## config.mk

```make
export PLATFORM = sky130hd
export DESIGN_NAME = pc_fetch_stage
export DESIGN_NICKNAME = d
export VERILOG_FILES = /design/src/rtl/pc_fetch_stage_pkg.sv /design/src/rtl/pc_fetch_stage_pc_register.sv /design/src/rtl/pc_fetch_stage.sv
export SDC_FILE = /design/constraint.sdc
export NUM_CORES = 1
export LEC_CHECK = 0
export ABC_AREA = 1
export CAP_MARGIN = 20
export CELL_PAD_IN_SITES_DETAIL_PLACEMENT = 0
export CELL_PAD_IN_SITES_GLOBAL_PLACEMENT = 1
export CORE_AREA = 5 5 148 164
export CTS_CLUSTER_SIZE = 8
export DETAILED_ROUTE_END_ITERATION = 12
export DIE_AREA = 0 0 153 169
export GPL_TIMING_DRIVEN = 0
export PLACE_DENSITY = 0.87
export SYNTH_ARGS = -nofsm -noshare
export SYNTH_HDL_FRONTEND = slang
export SYNTH_SLANG_ARGS = --single-unit
```

## constraint.sdc

```tcl
create_clock -name clk -period 3.03 [get_ports clk]
set_input_delay 0.606 -clock clk [delete_from_list [all_inputs] [get_ports clk]]
set_output_delay 0.606 -clock clk [all_outputs]
set_load 0.03 [all_outputs]
```

## src/rtl/pc_fetch_stage_pkg.sv

```systemverilog
// Shared definitions for the instruction fetch stage.
//
// Contents:
//   RESET_PC_DEFAULT - PC loaded while rst_n is low (default for the top's RESET_PC)
//   PC_INCREMENT     - byte distance between sequential instructions
//   fetch_state_e    - fetch FSM states
package pc_fetch_stage_pkg;

   localparam logic [31:0] RESET_PC_DEFAULT = 32'h0000_0000;
   localparam logic [31:0] PC_INCREMENT     = 32'd4;

   // FETCH   : request is presented to instruction memory
   // WAIT    : request accepted, waiting for the response
   // HOLD    : response captured while decode was stalled
   // DISCARD : a squashed request is still in flight; its response is dropped
   typedef enum logic [1:0] {
      FETCH   = 2'd0,
      WAIT    = 2'd1,
      HOLD    = 2'd2,
      DISCARD = 2'd3
   } fetch_state_e;

endpackage

```

## src/rtl/pc_fetch_stage_pc_register.sv

```systemverilog
// Program counter register.
//
// Ports:
//   clk     - clock, rising edge
//   rst_n   - asynchronous active-low reset, loads RESET_VALUE
//   load_i  - load enable
//   d_i     - next PC value
//   q_o     - current PC value
module pc_register
   import pc_fetch_stage_pkg::*;
#(
   parameter logic [31:0] RESET_VALUE = RESET_PC_DEFAULT
) (
   input  logic        clk,
   input  logic        rst_n,
   input  logic        load_i,
   input  logic [31:0] d_i,
   output logic [31:0] q_o
);

   logic [31:0] pc_q;

   always_ff @(posedge clk or negedge rst_n) begin
      if (!rst_n) begin
         pc_q <= RESET_VALUE;
      end else if (load_i) begin
         pc_q <= d_i;
      end
   end

   assign q_o = pc_q;

endmodule

```

## src/rtl/pc_fetch_stage.sv

```systemverilog
// Instruction fetch stage: PC register, fetch FSM, one-entry hold buffer
// and the IF/ID pipeline register.
//
// Ports:
//   clk, rst_n         - clock (rising edge) and asynchronous active-low reset
//   NextPC_In          - next PC from the PCPlus4/branch-target mux
//   Redirect           - NextPC_In is a taken-branch target; squash younger fetch
//   Stall              - decode cannot accept; IF/ID holds
//   PC_Out, PCPlus4    - current fetch PC and PC_Out + 4
//   IMem_Req/Addr      - instruction memory request (only in FETCH)
//   IMem_Ready         - request accepted this cycle
//   IMem_Valid/Data    - instruction memory response
//   IFID_Valid/Instr/PCPlus4 - IF/ID pipeline register
module pc_fetch_stage
   import pc_fetch_stage_pkg::*;
#(
   parameter logic [31:0] RESET_PC = RESET_PC_DEFAULT
) (
   input  logic        clk,
   input  logic        rst_n,
   input  logic [31:0] NextPC_In,
   input  logic        Redirect,
   input  logic        Stall,
   output logic [31:0] PC_Out,
   output logic [31:0] PCPlus4,
   output logic        IMem_Req,
   output logic [31:0] IMem_Addr,
   input  logic        IMem_Ready,
   input  logic        IMem_Valid,
   input  logic [31:0] IMem_Data,
   output logic        IFID_Valid,
   output logic [31:0] IFID_Instr,
   output logic [31:0] IFID_PCPlus4
);

   fetch_state_e state_q, state_d;
   logic         pcLoad;
   logic         ifidValid_q, ifidValid_d;
   logic [31:0]  ifidInstr_q, ifidInstr_d;
   logic [31:0]  ifidPcPlus4_q, ifidPcPlus4_d;
   logic [31:0]  holdInstr_q, holdInstr_d;
   logic [31:0]  holdPcPlus4_q, holdPcPlus4_d;

   pc_register #(
      .RESET_VALUE (RESET_PC)
   ) u_pc_register (
      .clk    (clk),
      .rst_n  (rst_n),
      .load_i (pcLoad),
      .d_i    (NextPC_In),
      .q_o    (PC_Out)
   );

   assign PCPlus4   = PC_Out + PC_INCREMENT;
   assign IMem_Req  = (state_q == FETCH);
   assign IMem_Addr = PC_Out;

   // Next-state logic. A redirect overrides everything else; the FSM only
   // enters DISCARD when a request for the squashed path is still in
   // flight. If that response arrives in the same cycle as a redirect
   // issued from DISCARD, it is consumed and the FSM returns to FETCH,
   // otherwise it would wait forever for a response that never comes.
   // The hold buffer needs no valid bit: its contents matter only in HOLD,
   // so leaving HOLD drops it.
   always_comb begin
      state_d       = state_q;
      pcLoad        = 1'b0;
      ifidValid_d   = ifidValid_q;
      ifidInstr_d   = ifidInstr_q;
      ifidPcPlus4_d = ifidPcPlus4_q;
      holdInstr_d   = holdInstr_q;
      holdPcPlus4_d = holdPcPlus4_q;

      if (Redirect) begin
         pcLoad      = 1'b1;
         ifidValid_d = 1'b0;
         case (state_q)
            FETCH:   state_d = IMem_Ready ? DISCARD : FETCH;
            WAIT:    state_d = IMem_Valid ? FETCH : DISCARD;
            DISCARD: state_d = IMem_Valid ? FETCH : DISCARD;
            default: state_d = FETCH;
         endcase
      end else begin
         case (state_q)
            FETCH: begin
               if (IMem_Ready) begin
                  state_d = WAIT;
               end
            end
            WAIT: begin
               if (IMem_Valid && !Stall) begin
                  ifidValid_d   = 1'b1;
                  ifidInstr_d   = IMem_Data;
                  ifidPcPlus4_d = PCPlus4;
                  pcLoad        = 1'b1;
                  state_d       = FETCH;
               end else if (IMem_Valid) begin
                  holdInstr_d   = IMem_Data;
                  holdPcPlus4_d = PCPlus4;
                  state_d       = HOLD;
               end
            end
            HOLD: begin
               if (!Stall) begin
                  ifidValid_d   = 1'b1;
                  ifidInstr_d   = holdInstr_q;
                  ifidPcPlus4_d = holdPcPlus4_q;
                  pcLoad        = 1'b1;
                  state_d       = FETCH;
               end
            end
            DISCARD: begin
               if (IMem_Valid) begin
                  state_d = FETCH;
               end
            end
            default: state_d = FETCH;
         endcase
      end
   end

   always_ff @(posedge clk or negedge rst_n) begin
      if (!rst_n) begin
         state_q       <= FETCH;
         ifidValid_q   <= 1'b0;
         ifidInstr_q   <= 32'h0;
         ifidPcPlus4_q <= 32'h0;
         holdInstr_q   <= 32'h0;
         holdPcPlus4_q <= 32'h0;
      end else begin
         state_q       <= state_d;
         ifidValid_q   <= ifidValid_d;
         ifidInstr_q   <= ifidInstr_d;
         ifidPcPlus4_q <= ifidPcPlus4_d;
         holdInstr_q   <= holdInstr_d;
         holdPcPlus4_q <= holdPcPlus4_d;
      end
   end

   assign IFID_Valid   = ifidValid_q;
   assign IFID_Instr   = ifidInstr_q;
   assign IFID_PCPlus4 = ifidPcPlus4_q;

endmodule

```

==> results.sh, run 1 <==
export IMPL_cts_sinks=163
export IMPL_synth_seq_cells=163
export IMPL_num_rows=58
export IMPL_cts_tree="built"
export IMPL_die_h_um=169
export IMPL_drc_errors=0
export IMPL_synth_cell_type_count=31
export IMPL_period_share_pct=97.2
export IMPL_fp_dieW_um=153
export IMPL_synth_edf_count=0
export IMPL_htree_num_levels=4
export IMPL_crit_path_max_fanout=5
export IMPL_finalCriticalPeriod_ns=2.94
export IMPL_cts_root_buffer="clkbuf_16"
export IMPL_postSynthCellCount=1007
export IMPL_diodes=0
export IMPL_multiInputGateArea_um2=3320
export IMPL_cts_resized=27
export IMPL_final_common_cell="nand2_1"
export IMPL_clkLatencyLatePin_ns=0.43
export IMPL_grt_start_max_net_pins=89
export IMPL_grt_usage_pct=20.1
export IMPL_hold_viol_final=0
export IMPL_cp_data_arrival_time_ns=2.34
export IMPL_drive_above_1_share_pct=12.9
export IMPL_ios=232
export IMPL_worstSetupEndpointType="output port"
export IMPL_worst_slew_pin_slew_ns=0.678
export IMPL_yosysSeqAreaShare_pct=50.4
export IMPL_viasPerCell=4.72
export IMPL_drt_initial_drc_count=411
export IMPL_post_dp_hpwl_um=19800
export IMPL_start_util_pct=36.0
export IMPL_placed_cells=1539
export IMPL_grt_pass1_vias=7722
export IMPL_antenna_found_initial=1
export IMPL_syn_num_nets=1082
export IMPL_drt_wl_total_um=25700
export IMPL_netlist_area_um2=8100
export IMPL_rsz0062_at_grt="no"
export IMPL_clk_path_buf_depth=2
export IMPL_fin_skew_ns=0.0110
export IMPL_fillers=2233
export IMPL_dieArea_um2=25900
export IMPL_power_density_nw_per_um2=995
export IMPL_gp_congestion=0.864
export IMPL_layout_cells_non_filler=1571
export IMPL_maxSlewHeadroom_pct=54.8
export IMPL_ir_drop_mv=0.349
export IMPL_routedWlPerCell_um=16.4
export IMPL_hold_path_class="in -> async"
export IMPL_cts_reportedPaths_clkPinSlew_ns=0.07
export IMPL_fmax_mhz=340
export IMPL_layout_common_cells="nand2_1, clkdlybuf4s50_1, dfrtp_1"
export IMPL_coreArea_um2=22500
export IMPL_cts_made_buffers=17
export IMPL_startpoint_type="flop"
export IMPL_avgSynthCellArea_um2=8.04
export IMPL_crit_required_ns=2.42
export IMPL_hold_buffers=0
export IMPL_synth_ff_type="dfrtp_1"
export IMPL_grt_ovfl_total=0
export IMPL_grt_first_pass_wirelength_um=41100
export IMPL_critPathKind="reg -> out"
export IMPL_cap_viol_max_count=0
export IMPL_status="completed"
export IMPL_ant_nets=0
export IMPL_vias=7413
export IMPL_slew_violations=0
export IMPL_async_reset_ff_share_pct=100
export IMPL_detail_route_first_pass_iterations=5
export IMPL_yosysWarnings=0
export IMPL_final_core_util_pct=50.6
export IMPL_nets=1333
export IMPL_io_buffers=231
export IMPL_final_seq_area_um2=4080
export IMPL_area_delta_synth_final_pct=40.6
export IMPL_postCtsSetupBuffers=0
export IMPL_p_leak_uw=0.00545
export IMPL_setup_viol=0
[sequential cells by signal, indices dropped and copies added, names as in the netlist]
signal and cells:
state_q 2, IFID_PCPlus4 32, holdInstr_q 32, holdPcPlus4_q 32
IFID_Valid 1, u_pc_register.q_o 32, IFID_Instr 32
[through the flow]
stage | setup TNS (ns) | worst slack, ns | cell area, um^2 | hold WS (ns) | power (uW)
floorplan | 0 | 0.682 | 8100 | 0.310 | 6970
global placement | -895.09 | -5.52 | 10800 | 0.462 | 9190
detailed placement | 0 | 0.169 | 10800 | 0.466 | 9290
CTS | 0 | 0.00115 | 11400 | 0.178 | 11400
global route | 0 | 0.00253 | 11400 | 0.199 | 12000
finish | 0 | 0.0862 | 11400 | 0.162 | 11300
[power breakdown]
group	leakage [uW]	internal, uW	switching (uW)
sequential	0.00196	3130	615
combinational	0.00321	2120	3300
clock	0.000282	1250	926
total	0.00545	6500	4840
[cells in the mapped netlist, types with 9 or more instances]
| cell type | n | area, um^2 |
|---|---|---|
| a21oi_1 | 34 | 170 |
| o21ai_2 | 9 | 78.8 |
| buf_2 | 23 | 115 |
| clkbuf_1 | 16 | 60.1 |
| o21ai_0 | 44 | 220 |
| nand3_1 | 29 | 145 |
| inv_1 | 60 | 225 |
| o21ai_1 | 9 | 45.0 |
| dfrtp_1 | 163 | 4080 |
| nor2_1 | 91 | 342 |
| buf_4 | 40 | 300 |
| a31oi_1 | 46 | 288 |
| nand2_1 | 373 | 1400 |
| nand2_2 | 26 | 163 |
[logic make-up after synthesis]
kind of cell	share of synthesized area [%]
buffers and inverters	8.84
AO/OA/AOI/OAI	10.6
XOR/XNOR	0.757
AND/OR/NAND/NOR	28.6
flip-flops	50.4
adder cells (fa/ha/maj)	0.773
[cell type report]
class	count	area share, %
Buffer	80	4.21
Inverter	63	2.08
Clock inverter	13	1.33
Multi-Input combinational cell	701	29.1
Tap cell	300	3.30
Timing Repair Buffer	232	20.2
Clock buffer	19	3.89
Sequential cell	163	35.8
[routing by layer]
layer	vias up	wire length [um]	track usage (%)
met5	-	13	0
met4	2	580	6.32
met3	37	1600	5.19
met2	240	12800	35.4
met1	3466	10700	24.1
li1	3668	-	-
[worst paths after layout]
path                                            from                 to  slack [ns]  cells past startpoint
worst max-delay path            u_pc_register.q_o[3]        PCPlus4[22]        0.09                      8
worst min-delay path                           rst_n     IFID_Instr[24]        0.16                      1
worst max register to register            state_q[0]    IFID_PCPlus4[3]        1.03                      7
worst min register to register       holdInstr_q[12]    holdInstr_q[12]        0.48                      2
max in group asynchronous                      rst_n  holdPcPlus4_q[30]        2.01                      2
min in group clk                     holdInstr_q[12]    holdInstr_q[12]        0.48                      2
[worst max-delay path, stage by stage (launching register included)]
cell and delay, ns:
dfrtp_1 0.46, ha_1 0.25, nand2_2 0.11, nor2_8 0.17
nand2_4 0.13, nor2_8 0.16, nand3_1 0.12, nand2_2 0.11
clkdlybuf4s15_1 0.39
Note: power is estimated with default switching activity, not from simulation.
==> run 2, diff against run 1 <==
==> constraint.sdc (replaced) <==
create_clock -name clk -period 3.03 [get_ports clk]
set_input_delay 0.303 -clock clk [delete_from_list [all_inputs] [get_ports clk]]
set_output_delay 0.303 -clock clk [all_outputs]
set_load 0.1 [all_outputs]
==> run 2 against run 1 <==
Register-to-register slack worse by 0.02 ns. Non-clock buffer count up 1. Count of clock-buffer cells in the layout down 1. Design area up 0.86%.
==> results.sh, run 2 (synthesis gave the netlist of run 1 again) <==
export IMPL_status="completed"
export IMPL_grt_usage_pct=20.3
export IMPL_fillers=2203
export IMPL_crit_required_ns=2.73
export IMPL_fin_skew_ns=0.0151
export IMPL_clkLatencyLatePin_ns=0.44
export IMPL_worstSetupEndpointType="output port"
export IMPL_drt_wl_total_um=26200
export IMPL_htree_num_levels=4
export IMPL_wl_met2_um=13200
export IMPL_postCtsSetupBuffers=0
export IMPL_fp_dieW_um=153
export IMPL_cts_reportedPaths_clkPinSlew_ns=0.07
export IMPL_grt_first_pass_wirelength_um=41300
export IMPL_diodes=0
export IMPL_crit_path_max_fanout=5
export IMPL_grt_pass1_vias=7663
export IMPL_crit_slowest_cell="clkdlybuf4s50_1"
export IMPL_path_depth=3
export IMPL_gp_congestion=0.891
export IMPL_critPathKind="reg -> out"
export IMPL_slowest_delay_ns=1.19
export IMPL_finalCriticalPeriod_ns=2.95
export IMPL_layout_common_cells="nand2_1, clkdlybuf4s50_1, dfrtp_1"
export IMPL_setup_viol=0
export IMPL_antenna_found_initial=0
export IMPL_routedWlPerCell_um=16.7
export IMPL_clk_path_buf_depth=2
export IMPL_cp_top_family="buffers and inverters"
export IMPL_die_h_um=169
export IMPL_detail_route_first_pass_iterations=6
export IMPL_fin_ws_ns=0.0837
export IMPL_area_delta_synth_final_pct=41.8
export IMPL_coreArea_um2=22500
export IMPL_cp_data_arrival_time_ns=2.64
export IMPL_slew_violations=0
export IMPL_nets=1334
export IMPL_start_util_pct=36.0
export IMPL_io_buffers=231
export IMPL_cts_root_buffer="clkbuf_16"
export IMPL_worst_slew_pin_slew_ns=1.06
export IMPL_fmax_mhz=339
export IMPL_final_common_cell="nand2_1"
export IMPL_wl_met3_um=1690
export IMPL_vias=7371
export IMPL_worstRegToRegCells=8
export IMPL_cts_sinks=163
export IMPL_path_cells="ha_1 -> xor2_2 -> clkdlybuf4s50_1"
export IMPL_cts_tree="built"
export IMPL_maxSlewHeadroom_pct=29.4
export IMPL_multiInputGateArea_um2=3370
export IMPL_dr_max_layer_used="met4"
export IMPL_drive_above_1_share_pct=14.8
export IMPL_ios=232
export IMPL_rsz0062_at_grt="no"
export IMPL_drc_errors=0
export IMPL_fin_setup_tns_ns=0
export IMPL_hold_path_class="in -> async"
export IMPL_ant_nets=0
export IMPL_cap_viol_max_count=0
export IMPL_final_seq_area_um2=4080
export IMPL_cts_made_buffers=17
export IMPL_hold_viol_final=0
export IMPL_post_dp_hpwl_um=19800
export IMPL_critPathBufInv=1
export IMPL_period_share_pct=97.2
export IMPL_fin_hold_ws_ns=0.386
export IMPL_grt_ovfl_total=0
export IMPL_post_place_ws_ns=-0.0271
export IMPL_startpoint_type="flop"
export IMPL_drt_initial_drc_count=503
export IMPL_dieArea_um2=25900
export IMPL_num_rows=58
export IMPL_wl_met1_um=11000
export IMPL_grt_start_max_net_pins=107
export IMPL_viasPerCell=4.69
[run 2: worst paths after layout]
kind | slack [ns] | start | end
max | 0.08 | u_pc_register.q_o[2] | PCPlus4[4]
min | 0.39 | rst_n | IFID_Instr[28]
max reg2reg | 1.01 | state_q[0] | u_pc_register.q_o[31]
min reg2reg | 0.48 | holdInstr_q[7] | holdInstr_q[7]
max in group asynchronous | 1.75 | rst_n | u_pc_register.q_o[29]
min in group clk | 0.41 | NextPC_In[3] | u_pc_register.q_o[3]
[run 2: area by class of cell]
cell class,count,area share (%)
buffer,80,4.17
clock buffer,18,3.74
clock inverter,14,1.48
inverter,63,2.09
multi-input combinational,701,29.3
sequential,163,35.5
tap,300,3.27
timing repair buffer,233,20.4
[run 2: routing by layer]
layer / vias up / GRT usage (%)
li1: 3661 / -
met1: 3442 / 24.8
met2: 248 / 35.7
met3: 20 / 5.29
met4: 0 / 5.19
met5: - / 0
[run 2: timing repair]
action	in CTS	in global routing
endpoints found under the setup margin	26	8
hold buffers	1	0
hold endpoints to repair	57	0
gates resized for setup	64	10
[run 2: through the flow]
stage | instances | util, % | cell area, um^2
2_1_floorplan | 1007 | - | 8170
3_3_place_gp | 1538 | 48.2 | 10900
3_5_place_dp | 1539 | 48.4 | 10900
4_1_cts | 1572 | 51.2 | 11500
5_1_grt | 1572 | 51.1 | 11500
6_report | 1572 | 51.1 | 11500
Power of run 2 is not shown: default switching activity piles up to over one toggle a cycle in this logic, so the estimate is an artifact.
==> run 3, diff against run 2 <==
--- a/config.mk
+++ b/config.mk
@@ -7,14 +7,12 @@
 export LEC_CHECK = 0
 export ABC_AREA = 1
 export CAP_MARGIN = 20
-export CELL_PAD_IN_SITES_DETAIL_PLACEMENT = 0
-export CELL_PAD_IN_SITES_GLOBAL_PLACEMENT = 1
-export CORE_AREA = 5 5 148 164
+export CORE_AREA = 5 5 142 158
 export CTS_CLUSTER_SIZE = 8
 export DETAILED_ROUTE_END_ITERATION = 12
-export DIE_AREA = 0 0 153 169
+export DIE_AREA = 0 0 147 163
 export GPL_TIMING_DRIVEN = 0
-export PLACE_DENSITY = 0.87
+export PLACE_DENSITY = 0.71
 export SYNTH_ARGS = -nofsm -noshare
 export SYNTH_HDL_FRONTEND = slang
 export SYNTH_SLANG_ARGS = --single-unit
==> run 3 against run 2 <==
Routed wire length down 1.2%. Sequential share of layout area increased by 0.15 points. Design area shrank 0.42%. Global-route usage increased by 1.6 points. Die area fell by 7.3%. Fmax grew 1.2%. Critical path type unchanged. Highest routed layer unchanged. Utilization rose by 3.9 points. Count of clock-buffer cells in the layout is 1 lower. Worst setup slack better by 0.035 ns. Hold slack better by 0.026 ns.
==> results.sh, run 3 (synthesis gave the netlist of run 1 again) <==
export IMPL_status="completed"
export IMPL_setup_viol=0
export IMPL_io_buffers=231
export IMPL_start_util_pct=38.9
export IMPL_ios=232
export IMPL_routedWlPerCell_um=16.9
export IMPL_finalCriticalPeriod_ns=2.91
export IMPL_antenna_found_initial=0
export IMPL_crit_end="PCPlus4[4]"
export IMPL_ant_nets=0
export IMPL_grt_usage_pct=21.9
export IMPL_post_dp_hpwl_um=19500
export IMPL_drt_wl_total_um=25900
export IMPL_viasPerCell=4.92
export IMPL_clk_path_buf_depth=2
export IMPL_fin_skew_ns=0.0122
export IMPL_reg2reg_from="state_q[0]"
export IMPL_crit_path_max_fanout=5
export IMPL_cts_tree="built"
export IMPL_fmax_mhz=343
export IMPL_period_share_pct=96.1
export IMPL_crit_required_ns=2.73
export IMPL_drt_initial_drc_count=409
export IMPL_slew_violations=0
export IMPL_nets=1334
export IMPL_final_common_cell="nand2_1"
export IMPL_postCtsSetupBuffers=0
export IMPL_die_h_um=163
export IMPL_area_delta_synth_final_pct=41.2
export IMPL_final_core_util_pct=55.0
export IMPL_layout_cells_non_filler=1532
export IMPL_cts_root_buffer="clkbuf_16"
export IMPL_worstRegToRegCells=7
export IMPL_detail_route_first_pass_iterations=5
export IMPL_fp_dieW_um=147
export IMPL_crit_start="u_pc_register.q_o[2]"
export IMPL_gp_congestion=0.925
export IMPL_worstSetupEndpointType="output port"
export IMPL_r2r_slack_ns=1.05
export IMPL_worst_slew_pin_slew_ns=1.08
export IMPL_hold_path_class="in -> reg"
export IMPL_cts_reportedPaths_clkPinSlew_ns=0.07
export IMPL_drive_above_1_share_pct=14.9
export IMPL_startpoint_type="flop"
export IMPL_maxSlewHeadroom_pct=27.6
export IMPL_cap_viol_max_count=0
export IMPL_grt_ovfl_total=0
export IMPL_clkLatencyLatePin_ns=0.43
export IMPL_htree_num_levels=4
export IMPL_fillers=1968
export IMPL_coreArea_um2=20800
export IMPL_grt_first_pass_wirelength_um=41300
export IMPL_diodes=0
export IMPL_cts_made_buffers=17
export IMPL_layout_common_cells="nand2_1, clkdlybuf4s50_1, dfrtp_1"
export IMPL_num_rows=56
export IMPL_rsz0062_at_grt="no"
export IMPL_grt_pass1_vias=7845
export IMPL_hold_viol_final=0
export IMPL_hold_start="NextPC_In[4]"
export IMPL_drc_errors=0
export IMPL_grt_start_max_net_pins=87
export IMPL_dieArea_um2=24000
export IMPL_placed_cells=1500
export IMPL_vias=7544
export IMPL_cp_data_arrival_time_ns=2.61
export IMPL_worst_r2r_endpoint="IFID_Instr[26]"
export IMPL_cts_sinks=163
export IMPL_critPathKind="reg -> out"
==> run 3: cell types whose count changed in the layout (fill, tap and decap cells not counted), moves of 2 or more <==
cell	previous run	this run
clkinv_4	4	2
clkinv_2	0	2
inv_6	3	5
inv_8	3	0
==> run 3: what timing repair did <==
action | CTS | global route
gates resized for setup | 65 | 8
hold buffers | 1 | 0
hold endpoints to repair | 77 | 0
pin swaps | 0 | 0
endpoints found under the setup margin | 27 | 6
==> run 3: critical path, cell delays in order (launching register included) <==
cell,delay [ns]
dfrtp_2,0.47
ha_1,0.28
xor2_2,0.25
clkdlybuf4s50_1,1.19
==> run 3: worst min path at each step <==
stage / endpoint / slack, ns / cells past startpoint
global placement: holdInstr_q[23] / 0.46 / 2
floorplan: IFID_Instr[0] / 0.007 / 0
CTS: u_pc_register.q_o[4] / 0.40 / 3
detailed placement: IFID_Instr[8] / 0.33 / 1
finish: u_pc_register.q_o[4] / 0.41 / 3
global route: u_pc_register.q_o[4] / 0.42 / 3
==> run 3: cell type report <==
| class | count | area [um^2] | share of cell area (%) |
|---|---|---|---|
| repair buffers | 233 | 2340 | 20.5 |
| well taps | 261 | 327 | 2.86 |
| clock buffers | 17 | 425 | 3.72 |
| plain buffers | 80 | 479 | 4.19 |
| clock inverters | 14 | 176 | 1.54 |
| inverters | 63 | 240 | 2.10 |
| multi-input cells | 701 | 3370 | 29.4 |
| flip-flops and latches | 163 | 4080 | 35.7 |
==> run 3: through the flow <==
step                      worst slack, ns  cell area, um^2  setup TNS (ns)  hold slack [ns]
after floorplan                    0.0112             8170               0          0.00741
after global placement              -5.74            10800         -834.04            0.462
after detailed placement          -0.0207            10800         -0.0325            0.326
after CTS                         0.00619            11500               0            0.397
after global routing              0.00940            11400               0            0.425
final                               0.119            11400               0            0.412
==> run 3: metal layers <==
layer | vias up | GRT usage [%] | part of all wire, %
li1 | 3667 | - | -
met1 | 3543 | 26.5 | 41
met2 | 284 | 38.4 | 51
met3 | 50 | 4.95 | 6.1
met4 | 0 | 7.75 | 2.3
met5 | - | 0 | 0
Power of run 3 is left out for the same reason.
